[src/rtl/snn_spi_cfg_regfile_pkg.sv]
// Shared SPI config-frame constants and FSM encoding for the spiking-neuron
// configuration register file.
package snn_spi_cfg_regfile_pkg;

  localparam int SPI_FRAME_BITS = 16;
  localparam int SPI_ADDR_BITS  = 7;
  localparam int SPI_CMD_BITS   = 8;
  localparam int SPI_RW_BIT     = 15;

  typedef enum logic [1:0] {
    ST_IDLE = 2'd0,
    ST_CMD  = 2'd1,
    ST_DATA = 2'd2,
    ST_DONE = 2'd3
  } spi_state_e;

  function automatic logic addr_in_range(input logic [SPI_ADDR_BITS-1:0] addr,
                                         input int num_regs);
    return int'(addr) < num_regs;
  endfunction

endpackage

[src/rtl/snn_spi_cfg_regfile_sync.sv]
// Pad synchronisers for the SPI slave: 2-FF sync on sclk/cs_n/mosi plus a
// history flop on sclk for single-clk rise/fall strobes.
module snn_spi_cfg_regfile_sync (
  input  logic clk,
  input  logic rst_n,
  input  logic sclk,
  input  logic cs_n,
  input  logic mosi,
  output logic sclk_rise,
  output logic sclk_fall,
  output logic cs_n_s,
  output logic mosi_s
);

  logic [2:0] sclk_q;
  logic [1:0] cs_n_q;
  logic [1:0] mosi_q;

  // Reset to the idle bus condition so no false edge appears on release
  always_ff @(posedge clk or negedge rst_n) begin
    if (!rst_n) begin
      sclk_q <= 3'b000;
      cs_n_q <= 2'b11;
      mosi_q <= 2'b00;
    end else begin
      sclk_q <= {sclk_q[1:0], sclk};
      cs_n_q <= {cs_n_q[0], cs_n};
      mosi_q <= {mosi_q[0], mosi};
    end
  end

  assign sclk_rise = sclk_q[1] & ~sclk_q[2];
  assign sclk_fall = ~sclk_q[1] & sclk_q[2];
  assign cs_n_s    = cs_n_q[1];
  assign mosi_s    = mosi_q[1];

endmodule

[src/rtl/snn_spi_cfg_regfile.sv]
// SPI mode-0 slave register file feeding the neuron core configuration bus.
// state   | meaning
// IDLE    | cs_n high, waiting for a frame
// CMD     | shifting RW + address (rises 1..8)
// DATA    | shifting write data or driving read data (rises 9..16)
// DONE    | frame complete, extra sclk edges ignored until cs_n rises
module snn_spi_cfg_regfile
  import snn_spi_cfg_regfile_pkg::*;
#(
  parameter int          NUM_REGS  = 16,
  parameter logic [7:0]  RESET_VAL = 8'h00
) (
  input  logic                  clk,
  input  logic                  rst_n,
  input  logic                  sclk,
  input  logic                  cs_n,
  input  logic                  mosi,
  output logic                  miso,
  output logic [NUM_REGS*8-1:0] cfg_flat,
  output logic                  wr_pulse,
  output logic [6:0]            wr_addr
);

  localparam int CNT_W = 5;

  logic sclk_rise, sclk_fall, cs_n_s, mosi_s;

  snn_spi_cfg_regfile_sync u_sync (
    .clk       (clk),
    .rst_n     (rst_n),
    .sclk      (sclk),
    .cs_n      (cs_n),
    .mosi      (mosi),
    .sclk_rise (sclk_rise),
    .sclk_fall (sclk_fall),
    .cs_n_s    (cs_n_s),
    .mosi_s    (mosi_s)
  );

  spi_state_e               state_q, state_d;
  logic [CNT_W-1:0]         cnt_q, cnt_d;
  logic [6:0]               rx_q, rx_d;
  logic [7:0]               rx_next;
  logic [7:0]               tx_q, tx_d;
  logic                     rw_q, rw_d;
  logic [SPI_ADDR_BITS-1:0] addr_q, addr_d;
  logic                     wr_en;
  logic [7:0]               rd_val;
  logic [7:0]               regs_q [NUM_REGS];
  logic                     miso_q, wr_pulse_q;
  logic [6:0]               wr_addr_q;

  assign rx_next = {rx_q, mosi_s};

  // Addresses outside the populated range read back as zero
  always_comb begin
    rd_val = 8'h00;
    for (int i = 0; i < NUM_REGS; i++) begin
      if (rx_next[6:0] == 7'(i)) rd_val = regs_q[i];
    end
  end

  always_comb begin
    state_d = state_q;
    cnt_d   = cnt_q;
    rx_d    = rx_q;
    tx_d    = tx_q;
    rw_d    = rw_q;
    addr_d  = addr_q;
    wr_en   = 1'b0;
    if (cs_n_s) begin
      state_d = ST_IDLE;
      cnt_d   = '0;
    end else begin
      unique case (state_q)
        ST_IDLE: begin
          state_d = ST_CMD;
          cnt_d   = '0;
        end
        ST_CMD: if (sclk_rise) begin
          rx_d  = rx_next[6:0];
          cnt_d = cnt_q + 1'b1;
          if (cnt_q == CNT_W'(SPI_CMD_BITS - 1)) begin
            state_d = ST_DATA;
            rw_d    = rx_next[SPI_RW_BIT - SPI_CMD_BITS];
            addr_d  = rx_next[6:0];
            tx_d    = rx_next[SPI_RW_BIT - SPI_CMD_BITS] ? 8'h00 : rd_val;
          end
        end
        ST_DATA: begin
          if (sclk_rise) begin
            rx_d  = rx_next[6:0];
            cnt_d = cnt_q + 1'b1;
            if (cnt_q == CNT_W'(SPI_FRAME_BITS - 1)) begin
              state_d = ST_DONE;
              wr_en   = rw_q && addr_in_range(addr_q, NUM_REGS);
            end
          // bit 7 must survive the fall right after the 8th rise
          end else if (sclk_fall && cnt_q > CNT_W'(SPI_CMD_BITS)) begin
            tx_d = {tx_q[6:0], 1'b0};
          end
        end
        ST_DONE: ;
        default: state_d = ST_IDLE;
      endcase
    end
  end

  always_ff @(posedge clk or negedge rst_n) begin
    if (!rst_n) begin
      state_q    <= ST_IDLE;
      cnt_q      <= '0;
      rx_q       <= '0;
      tx_q       <= '0;
      rw_q       <= 1'b0;
      addr_q     <= '0;
      miso_q     <= 1'b0;
      wr_pulse_q <= 1'b0;
      wr_addr_q  <= '0;
      for (int i = 0; i < NUM_REGS; i++) regs_q[i] <= RESET_VAL;
    end else begin
      state_q    <= state_d;
      cnt_q      <= cnt_d;
      rx_q       <= rx_d;
      tx_q       <= tx_d;
      rw_q       <= rw_d;
      addr_q     <= addr_d;
      miso_q     <= (state_q == ST_DATA && !rw_q) ? tx_q[7] : 1'b0;
      wr_pulse_q <= wr_en;
      if (wr_en) wr_addr_q <= addr_q;
      for (int i = 0; i < NUM_REGS; i++) begin
        if (wr_en && addr_q == 7'(i)) regs_q[i] <= rx_next;
      end
    end
  end

  for (genvar g = 0; g < NUM_REGS; g++) begin : g_flat
    assign cfg_flat[8*g +: 8] = regs_q[g];
  end

  assign miso     = miso_q;
  assign wr_pulse = wr_pulse_q;
  assign wr_addr  = wr_addr_q;

endmodule
[config.mk]
export PLATFORM = sky130hd
export DESIGN_NAME = snn_spi_cfg_regfile
export DESIGN_NICKNAME = d
export VERILOG_FILES = /design/src/rtl/snn_spi_cfg_regfile_pkg.sv /design/src/rtl/snn_spi_cfg_regfile_sync.sv /design/src/rtl/snn_spi_cfg_regfile.sv
export SDC_FILE = /design/constraint.sdc
export NUM_CORES = 1
export LEC_CHECK = 0
export CAP_MARGIN = 10
export CORE_UTILIZATION = 50
export CTS_BUF_LIST = sky130_fd_sc_hd__clkbuf_4
export CTS_CLUSTER_SIZE = 12
export DETAILED_ROUTE_END_ITERATION = 8
export GPL_ROUTABILITY_DRIVEN = 0
export HOLD_SLACK_MARGIN = 0.15
export PLACE_DENSITY = 0.82
export SYNTH_ARGS = -nofsm -noshare
export SYNTH_HDL_FRONTEND = slang
export SYNTH_SLANG_ARGS = --single-unit
[constraint.sdc]
create_clock -name clk -period 2.35 [get_ports clk]
set_clock_uncertainty 0.05 [all_clocks]
set_input_delay 0.705 -clock clk [delete_from_list [all_inputs] [get_ports clk]]
set_output_delay 0.705 -clock clk [all_outputs]
set_load 0.03 [all_outputs]
## Yosys cells after proc, flatten, opt, wreduce, memory -nomap -nowiden

Index checks and enable logic that the tools add are counted.

- Mux-type cells: 36
- Reduce and logical (&&, ||, !) cells: 32
- Bitwise gates (word level): 5
- Eq/ne operators: 43
- $add $sub $neg: 1
- Divide/modulo/power cells: 0
- Order comparisons: 2
- Multipliers: 0
- Shift-type cells: 0

Operators by type and width:

| operator | count |
|---|---|
| $mux W8 | 21 |
| $eq A7 B4 Y1 const B | 16 |
| $eq A7 B3 Y1 const B | 8 |
| $eq A7 B2 Y1 const B | 4 |
| $logic_and A1 B1 Y1 | 19 |
| $pmux W8 S2 | 1 |
| $eq A7 B1 Y1 const B | 2 |
| $logic_not A7 Y1 | 2 |
| $ne A3 B2 Y1 const B | 4 |
| $mux W2 | 5 |
| $mux W5 | 2 |
| $pmux W5 S2 | 1 |
| $ne A2 B2 Y1 const B | 4 |
| $lt A7 B5 Y1 const B | 1 |
| $pmux W2 S3 | 1 |
| $reduce_and A6 Y1 | 1 |
| $add A5 B1 Y5 const B | 1 |
| $eq A5 B3 Y1 const B | 1 |
| $eq A5 B4 Y1 const B | 1 |
| $gt A5 B4 Y1 const B | 1 |
| $mux W1 | 5 |
| $reduce_and A5 Y1 | 1 |
| $reduce_and A4 Y1 | 1 |
| $reduce_bool A4 Y1 | 1 |
| other kinds (12) | 15 |

- Memories kept: 0
- Input port bits: 5
- Word-level logic and storage cells: 147
- Output and inout bits: 137
- RAM bits: 0
- Bits in latches: 0
- Register bits after elaboration: 174
- ROM bits: 0

## Depth between registers and ports, before layout

- Depth in word-level cells: 21
- Depth in mapped cells: 10
- Mapped depth without buffers: 8

## By module

A second synthesis with hierarchy kept.

- Cells, all modules: 764
- Area total of the unflattened synthesis: 8,500.7 sq um

Modules (own cells, without submodules):

| module | area an instance (sq um) | sequential area each (sq um) | times used | cells each |
|---|---|---|---|---|
| snn_spi_cfg_regfile | 8,308.0 | 4,179.0 | 1 | 755 |
| snn_spi_cfg_regfile_sync | 192.7 | 177.7 | 1 | 9 |

## Worst setup path before layout

OpenSTA, ideal clock, no wires.

- Path kind: reg2reg
- Start point: register state_q[0]
- End point: register regs_q (netlist bit cfg_flat[0])
- Path buffers: 3
- Period minus slack after synthesis: 2,462 ps
- Stages on the path, launching flop included: 11
- Required time: 2,175 ps
- Path slack: -112 ps
- Data arrival time: 2,287 ps
- Setup time: 125 ps
- Cells stage by stage: dfrtp_1 > inv_1 > ha_1 > buf_2 > and3_1 > nand3_4 > or3_1 > buf_2 > or3_1 > buf_6 > mux2_4

- Longest elaborated chain between the ends: 4

Ends and longest elaborated chain:

| element | RTL line | source |
|---|---|---|
| start, declared | snn_spi_cfg_regfile.sv:40 | `spi_state_e state_q, state_d;` |
| start signal, assigned | snn_spi_cfg_regfile.sv:122 | `state_q <= state_d;` |
| $eq A2 B2 Y1 | snn_spi_cfg_regfile.sv:75 | `unique case (state_q)` |
| $mux W1 | snn_spi_cfg_regfile.sv:75 |  |
| $mux W1 | snn_spi_cfg_regfile.sv:71 | `if (cs_n_s) begin` |
| $logic_and A1 B1 Y1 | snn_spi_cfg_regfile.sv:132 | `if (wr_en && addr_q == 7'(i)) regs_q[i] <= rx_next;` |
| end signal, assigned by index | snn_spi_cfg_regfile.sv:132 |  |
| end, declared | snn_spi_cfg_regfile.sv:49 | `logic [7:0] regs_q [NUM_REGS];` |

Every way passes these cells.
A chain may end at the register's enable or synchronous reset.

## Worst setup path after layout

- Start point: register cnt_q[0]
- End point: register regs_q (netlist bit cfg_flat[6])

- Longest elaborated chain between the ends: 6

Ends and longest elaborated chain:

| element | RTL line | source |
|---|---|---|
| start, declared | snn_spi_cfg_regfile.sv:41 | `logic [CNT_W-1:0] cnt_q, cnt_d;` |
| start signal, assigned | snn_spi_cfg_regfile.sv:123 | `cnt_q <= cnt_d;` |
| $eq A5 B4 Y1 | snn_spi_cfg_regfile.sv:94 | `if (cnt_q == CNT_W'(SPI_FRAME_BITS - 1)) begin` |
| $mux W1 | snn_spi_cfg_regfile.sv:94 |  |
| $mux W1 | snn_spi_cfg_regfile.sv:91 | `if (sclk_rise) begin` |
| $mux W1 | snn_spi_cfg_regfile.sv:75 |  |
| $mux W1 | snn_spi_cfg_regfile.sv:71 |  |
| $logic_and A1 B1 Y1 | snn_spi_cfg_regfile.sv:132 |  |

Every way passes these cells.

==> flow_summary.json <==
{
  "setup_slack_ns": 0.0308,
  "crit_type": "reg2reg",
  "final_layout_size_suffix_gt1_share_pct": 33.3,
  "intPower_mw": 4.57,
  "timing.final.crit_share_pct": 98.7,
  "cts_max_path_buffers": 2,
  "place_hpwl_um": 17600,
  "placed_area_mm2": 0.0105,
  "syn-num-nets": 708,
  "syn_avg_cell_area_um2": 11.9,
  "drt_iter0_drc": 809,
  "tightest_slew_ns": 0.506,
  "endpoint_kind": "flip-flop",
  "synth_cell_types": 59,
  "grt_pass1_vias": 6697,
  "synthFlopType": "dfrtp_1",
  "arrival_ns": 2.75,
  "start_kind": "flip-flop",
  "fmax_mhz": 431,
  "post-route-util_pct": 67.1,
  "dpl_worst_slack_ns": -0.0145,
  "power.density_mw_per_mm2": 681,
  "min_period_ns": 2.32,
  "fp.dieH_um": 131,
  "max_cap_violations": 0,
  "numCtsBuffers": 17,
  "syn_inst": 696,
  "die_x_um": 131,
  "report.final.slew_viol_count": 0,
  "design_area_mm2": 0.0108,
  "yosysWarnings": 0,
  "area_growth_pct": 29.8,
  "num-fill-cells": 1219,
  "cts_tree": "yes",
  "num_vias": 6730,
  "multi_input_area_mm2": 0.00379,
  "yosys.area.top_type": "dfrtp_1",
  "async_flop_share_pct": 100,
  "post_drt_via_cell_ratio": 6.00,
  "tns_ns": 0,
  "coreArea_mm2": 0.0161,
  "grt.total_usage_pct": 30.5,
  "critPathRequiredTime_ns": 2.78,
  "clk_latency_ns": 0.60,
  "p_leak_nw": 5.64,
  "dieArea_mm2": 0.0171,
  "finalSetupViolations": 0,
  "ant_nets": 0,
  "port_buffers": 141,
  "max-slew-margin-rel_pct": 66.0,
  "ctsHtreeMaxLevel": 4,
  "drc": 0,
  "path_clk_slew_ns": 0.16,
  "pwr-share-clk_pct": 23.0,
  "sw_frac_of_total_pct": 37.7,
  "cts_root_buf": "clkbuf_4",
  "ys_seq_area_share_pct": 52.5,
  "grt_max_degree": 63,
  "seq_area_mm2": 0.00436,
  "grt-ovfl-total": 0,
  "wire_per_inst_um": 21.8,
  "start_util_pct": 51.7,
  "netlist_area_mm2": 0.00830,
  "min_path_type": "reg2reg",
  "p_switching_mw": 2.77,
  "worstPathMaxFanout": 8,
  "ys_ff_latch": 174,
  "hold_viol": 0,
  "p_comb_share_pct": 32.0,
  "finalWirelength_um": 24400,
  "fin_nets": 903,
  "drt_pass1_iterations": 5,
  "ir_drop_mv": 0.370,
  "grt_setup_unrepaired": "true",
  "synth_edf_count": 0,
  "grt_pass1_wl_um": 38100,
  "status": "finished clean",
  "synth_top_area_share_pct": 51.9,
  "synth.top_cells.by_area": "dfrtp_1 52%, mux2_2 18%, nand2_1 2.4%",
  "seq_power_share_pct": 45.0,
  "clock-sinks": 174,
  "antenna_found_initial": 1,
  "num_rows": 46,
  "io_pins": 142
}
-- layer usage --
| layer | share of wire (%) | global-route usage (%) |
|---|---|---|
| met5 | 0 | 0 |
| met4 | 4.9 | 15.7 |
| met3 | 8.9 | 8.88 |
| met2 | 45 | 45.4 |
| met1 | 41 | 40.5 |
-- worst paths after layout --
path                                             from                    endpoint  slack, ns  cells past startpoint
max in group asynchronous                       rst_n  u_sync.cs_n_q[1]$_DFF_PN1_       1.29                      3
min reg2reg                u_sync.sclk_q[0]$_DFF_PN0_  u_sync.sclk_q[1]$_DFF_PN0_       0.32                      0
min                        u_sync.sclk_q[0]$_DFF_PN0_  u_sync.sclk_q[1]$_DFF_PN0_       0.32                      0
min in group asynchronous                       rst_n      wr_addr[2]$_DFFE_PN0P_       0.41                      2
max reg2reg                      cnt_q[0]$_DFFE_PN0P_     cfg_flat[6]$_DFFE_PN0P_       0.03                      8
max                              cnt_q[0]$_DFFE_PN0P_     cfg_flat[6]$_DFFE_PN0P_       0.03                      8
-- power groups by stage --
stage / registers (mW) / clock network (mW) / logic (mW)
6_report: 3.30 / 1.68 / 2.35
5_1_grt: 3.32 / 1.81 / 2.49
4_1_cts: 3.29 / 1.70 / 2.21
3_5_place_dp: 3.35 / 0 / 2.20
3_3_place_gp: 3.34 / 0 / 2.16
2_1_floorplan: 3.27 / 0 / 1.35
-- layout by cell type (no fill, tap or decap), drive strengths merged, types with 5 or more instances in the layout --
cell type / count
dlygate4sd2: 137
o22ai: 16
nand2b: 7
a21oi: 31
nor3: 10
inv: 23
clkinv: 5
buf: 83
a31oi: 8
ha: 7
a22o: 5
clkbuf: 17
o21ai: 31
mux4: 7
a22oi: 9
mux2i: 16
mux2: 143
or3: 6
and2: 5
nand2: 53
a221oi: 5
nor2: 44
dfrtp: 172
-- registers in the layout, summed over array words and instances, names as in the netlist, 2 cells and up --
| signal | flops |
|---|---|
| u_sync.mosi_q | 2 |
| u_sync.sclk_q | 3 |
| tx_q | 8 |
| rx_q | 7 |
| cfg_flat | 128 |
| addr_q | 7 |
| cnt_q | 5 |
| u_sync.cs_n_q | 2 |
| state_q | 2 |
| wr_addr | 7 |
-- critical path: stages (launching register included) --
cell and delay [ns]:
dfrtp_1 0.39, buf_4 0.12, ha_4 0.12, and3_4 0.19, ha_4 0.14, nand3_4 0.08
or3_4 0.35, or3_4 0.43, mux2_4 0.32
-- per-stage QoR --
stage                     hold slack, ns  power, mW  instances
final                              0.319       7.34       1121
after global routing               0.330       7.63       1120
after CTS                          0.324       7.19       1116
after detailed placement           0.293       5.54       1083
after global placement             0.283       5.50       1083
after floorplan                    0.281       4.62        696
-- synth_stat cells, types with 9 or more instances --
cell type and instances:
dfrtp_1 172, inv_1 14, nor3_1 10, nor2_1 32
buf_2 10, mux2_2 135, nand2_1 53, a22oi_1 9
mux2i_1 16, nor2_2 12, o22ai_1 16, clkbuf_1 34
o21ai_0 31, a21oi_1 31
-- area by class of cell --
class / count / area share (%)
Antenna cell: 2 / 0.0465
Clock buffer: 17 / 1.18
Clock inverter: 14 / 1.23
Inverter: 15 / 0.523
Multi-Input combinational cell: 459 / 35.2
Sequential cell: 174 / 40.5
Tap cell: 216 / 2.51
Timing Repair Buffer: 224 / 18.8
-- repair_timing --
| item | 4_1_cts | 5_1_grt |
|---|---|---|
| hold buffers | 1 | 0 |
| hold endpoints to repair | 173 | 0 |
| buffers inserted | 1 | 4 |
| pin swaps | 2 | 3 |
| endpoints found under the setup margin | 152 | 52 |
| gates resized for setup | 143 | 18 |
-- kinds of logic (layout without fill, tap and decap cells) --
group                    Yosys count  after routing  synth area share [%]
flip-flops                       174            174                  52.5
multiplexers                     166            166                  23.6
AND/OR/NAND/NOR                  158            158                  9.68
AO/OA/AOI/OAI                    128            128                  10.1
buffers and inverters             63            270                  3.09
adder cells (fa/ha/maj)            7              7                  1.06
other                              0              2                     0
(Power assumes the default switching activity.)
==> patch: new RTL, config.mk and constraints unchanged <==
The output `wr_pulse` loses its register stage (`wr_pulse_q` becomes a continuous assignment).
--- a/src/rtl/snn_spi_cfg_regfile.sv
+++ b/src/rtl/snn_spi_cfg_regfile.sv
@@ -115,7 +115,6 @@
       rw_q       <= 1'b0;
       addr_q     <= '0;
       miso_q     <= 1'b0;
-      wr_pulse_q <= 1'b0;
       wr_addr_q  <= '0;
       for (int i = 0; i < NUM_REGS; i++) regs_q[i] <= RESET_VAL;
     end else begin
@@ -126,13 +125,14 @@
       rw_q       <= rw_d;
       addr_q     <= addr_d;
       miso_q     <= (state_q == ST_DATA && !rw_q) ? tx_q[7] : 1'b0;
-      wr_pulse_q <= wr_en;
       if (wr_en) wr_addr_q <= addr_q;
       for (int i = 0; i < NUM_REGS; i++) begin
         if (wr_en && addr_q == 7'(i)) regs_q[i] <= rx_next;
       end
     end
   end
+
+  assign wr_pulse_q = wr_en;
 
   for (genvar g = 0; g < NUM_REGS; g++) begin : g_flat
     assign cfg_flat[8*g +: 8] = regs_q[g];
Function: no difference found for any inputs over 10 cycles, from zero or initial values and one cycle with rst_n low; that may be too few to reach the edited logic, so the function may still have changed.
==> patch against the unedited design <==
- the flow now finishes with violations (negative setup slack)
- core utilization increased by 2.6 points
- power increased by 1.8%
- synthesized area decreased by 0.30%
- global-route usage increased by 0.65 points
- sequential cell count decreased by 1
- worst setup slack got worse by 0.36 ns
- register-to-register slack got worse by 0.18 ns
- cell area increased by 3.5%
- routed wire length increased by 6.0%
- cell count decreased by 0.36%
- critical endpoint is now wr_pulse
- largest cell class unchanged
- highest routed layer unchanged
==> patch: results (changes against the unedited design) <==
INFO  metric register_to_register_setup_slack = -0.15 ns (-0.18 ns)
INFO  metric fillCellCount = 1131 (-7.2%)
INFO  metric leakage = 5.69 nW (+0.86%)
INFO  metric nNetsFinal = 899 (-0.44%)
INFO  metric drive_gt1_share = 33.7% (+0.33 points)
INFO  metric muxShareOfSynthArea = 23.7% (+0.071 points)
INFO  metric largest_net_degree_at_the_start_of_global_routing = 55 (-13%)
INFO  metric first_global_vias = 6829 (+2.0%)
INFO  metric cell_area_reported_after_detailed_placement = 0.0105 mm2 (-0.74%)
INFO  metric syn-mean-instance-area = 11.9 um2 (-0.16%)
INFO  metric drt-initial-drc-count = 743 (-8.2%)
INFO  metric cp-startpoint = addr_q[6]
INFO  metric critical_path.endpoint = wr_pulse
INFO  metric violations_in_the_final_reports = negative setup slack
INFO  metric grt_antenna_before_repair = 1 (unchanged)
INFO  metric synth_sequential_area_ratio = 52.4% (-0.14 points)
INFO  metric grt_usage = 31.1% (+0.65 points)
INFO  metric area_fraction_in_compound_gates_after_synthesis = 10.1% (+0.030 points)
INFO  metric via_count = 6892 (+2.4%)
INFO  metric synth_fa_ha_area_share = 1.06% (+0.0032 points)
INFO  metric ys_top_cells_by_area = dfrtp_1 52%, mux2_2 18%, nand2_1 2.4%
INFO  metric worst-path-max-fanout = 3 (-5)
INFO  metric mappedNetlistNets = 707 (-0.14%)
INFO  metric drt-wirelength-per-cell = 23.2 um (+6.4%)
INFO  metric totalWireLength = 25.9 mm (+6.0%)
INFO  metric setup_violations = 63 (+63)
INFO  metric grt_pass1_wl = 39.2 mm (+3.0%)
INFO  metric synth-xor-area-share = 0% (unchanged)
INFO  metric first_pass_iters = 6 (+1)
INFO  metric hpwl = 18.0 mm (+2.0%)
INFO  metric status = complete, but fails checks
INFO  metric crit_path_max_incr_delay = 0.41 ns (-0.02 ns)
INFO  metric timing.final.ws_setup = -0.330 ns (-0.361 ns)
INFO  metric worstReg2RegStart = addr_q[6]
INFO  metric place.detailed.instances = 1072 (-1.0%)
INFO  metric cp_data_arrival_time = 1.93 ns (-0.82 ns)
INFO  metric worst_skew_pair.late_latency = 0.60 ns (about the same)
INFO  metric peakVddDrop = 0.342 mV (-7.8%)
INFO  metric clk_pin_slew_worst_paths = 0.14 ns (-0.02 ns)
INFO  metric worst_slew_pin_slew = 0.707 ns (+0.201 ns)
INFO  metric die_area = 0.0171 mm2 (-0.30%)
[patch: changes by cell type in the layout (fill, tap and decap cells not counted), moves of 3 or more]
cell / delta
nor2_4: +10
mux2_4: +66
clkinvlp_4: +3
nor2_2: -10
a21oi_1: -3
inv_6: -3
buf_4: -13
buf_6: +8
mux2_2: -66
clkinv_2: -3
[patch: logic make-up (layout without fill, tap and decap cells)]
group,count (synthesis),after routing
compound gates,128,128
other cells,0,1
fa+ha+maj,7,7
simple gates,158,158
flops,173,173
buf+inv,63,268
mux,166,166
[patch: routing by layer]
metal	vias to the layer above	wire length, um	global-route usage, %
li1	2914	-	-
met1	3423	10400	41.5
met2	438	12000	49.1
met3	117	2320	6.72
met4	0	1150	13.7
met5	-	0	0
[patch: worst min path at each step]
stage | depth (start not counted) | startpoint | to | slack, ns
2_1_floorplan | 0 | u_sync.mosi_q[0] | u_sync.mosi_q[1] | 0.28
3_3_place_gp | 0 | u_sync.mosi_q[0] | u_sync.mosi_q[1] | 0.28
3_5_place_dp | 0 | u_sync.sclk_q[0] | u_sync.sclk_q[1] | 0.29
4_1_cts | 0 | u_sync.sclk_q[0] | u_sync.sclk_q[1] | 0.32
5_1_grt | 0 | u_sync.sclk_q[0] | u_sync.sclk_q[1] | 0.33
6_report | 0 | u_sync.sclk_q[0] | u_sync.sclk_q[1] | 0.32
[patch: metrics by stage]
stage | TNS, ns | hold WS, ns | setup WS [ns]
2_1_floorplan | -0.386 | 0.281 | -0.0482
3_3_place_gp | 0 | 0.283 | 0.0383
3_5_place_dp | -0.210 | 0.287 | -0.0501
4_1_cts | -9.84 | 0.325 | -0.326
5_1_grt | -8.91 | 0.329 | -0.371
6_report | -3.99 | 0.322 | -0.330
[patch: worst reg2reg max path: cells and delay by family (launching register included)]
| kind | cells | cell delay [ns] |
|---|---|---|
| simple gates | 5 | 1.33 |
| mux | 1 | 0.30 |
| flops | 1 | 0.41 |
| buf+inv | 2 | 0.31 |
[patch: repair_timing]
item                                   4_1_cts  5_1_grt
pin swaps                                    8       18
hold buffers                                 1        0
endpoints found under the hold margin       38        0
gates cloned                                 0        0
gates resized for setup                    175       77
setup buffers                               10        6
setup endpoints to repair                  154      137
[patch: cell type report]
cell class	count	area, um2	share of cell area (%)
Inverter	15	58.8	0.527
Multi-Input combinational cell	459	4110	36.9
Clock inverter	14	168	1.50
Tap cell	216	270	2.42
Antenna cell	1	2.50	0.0224
Timing Repair Buffer	221	2070	18.5
Sequential cell	173	4340	38.9
Clock buffer	18	135	1.21
[patch: power by group]
group / internal (mW) / leakage (nW) / switching, mW
clock: 0.750 / 0.152 / 1.08
combinational: 0.872 / 3.16 / 1.44
sequential: 3.11 / 2.38 / 0.213
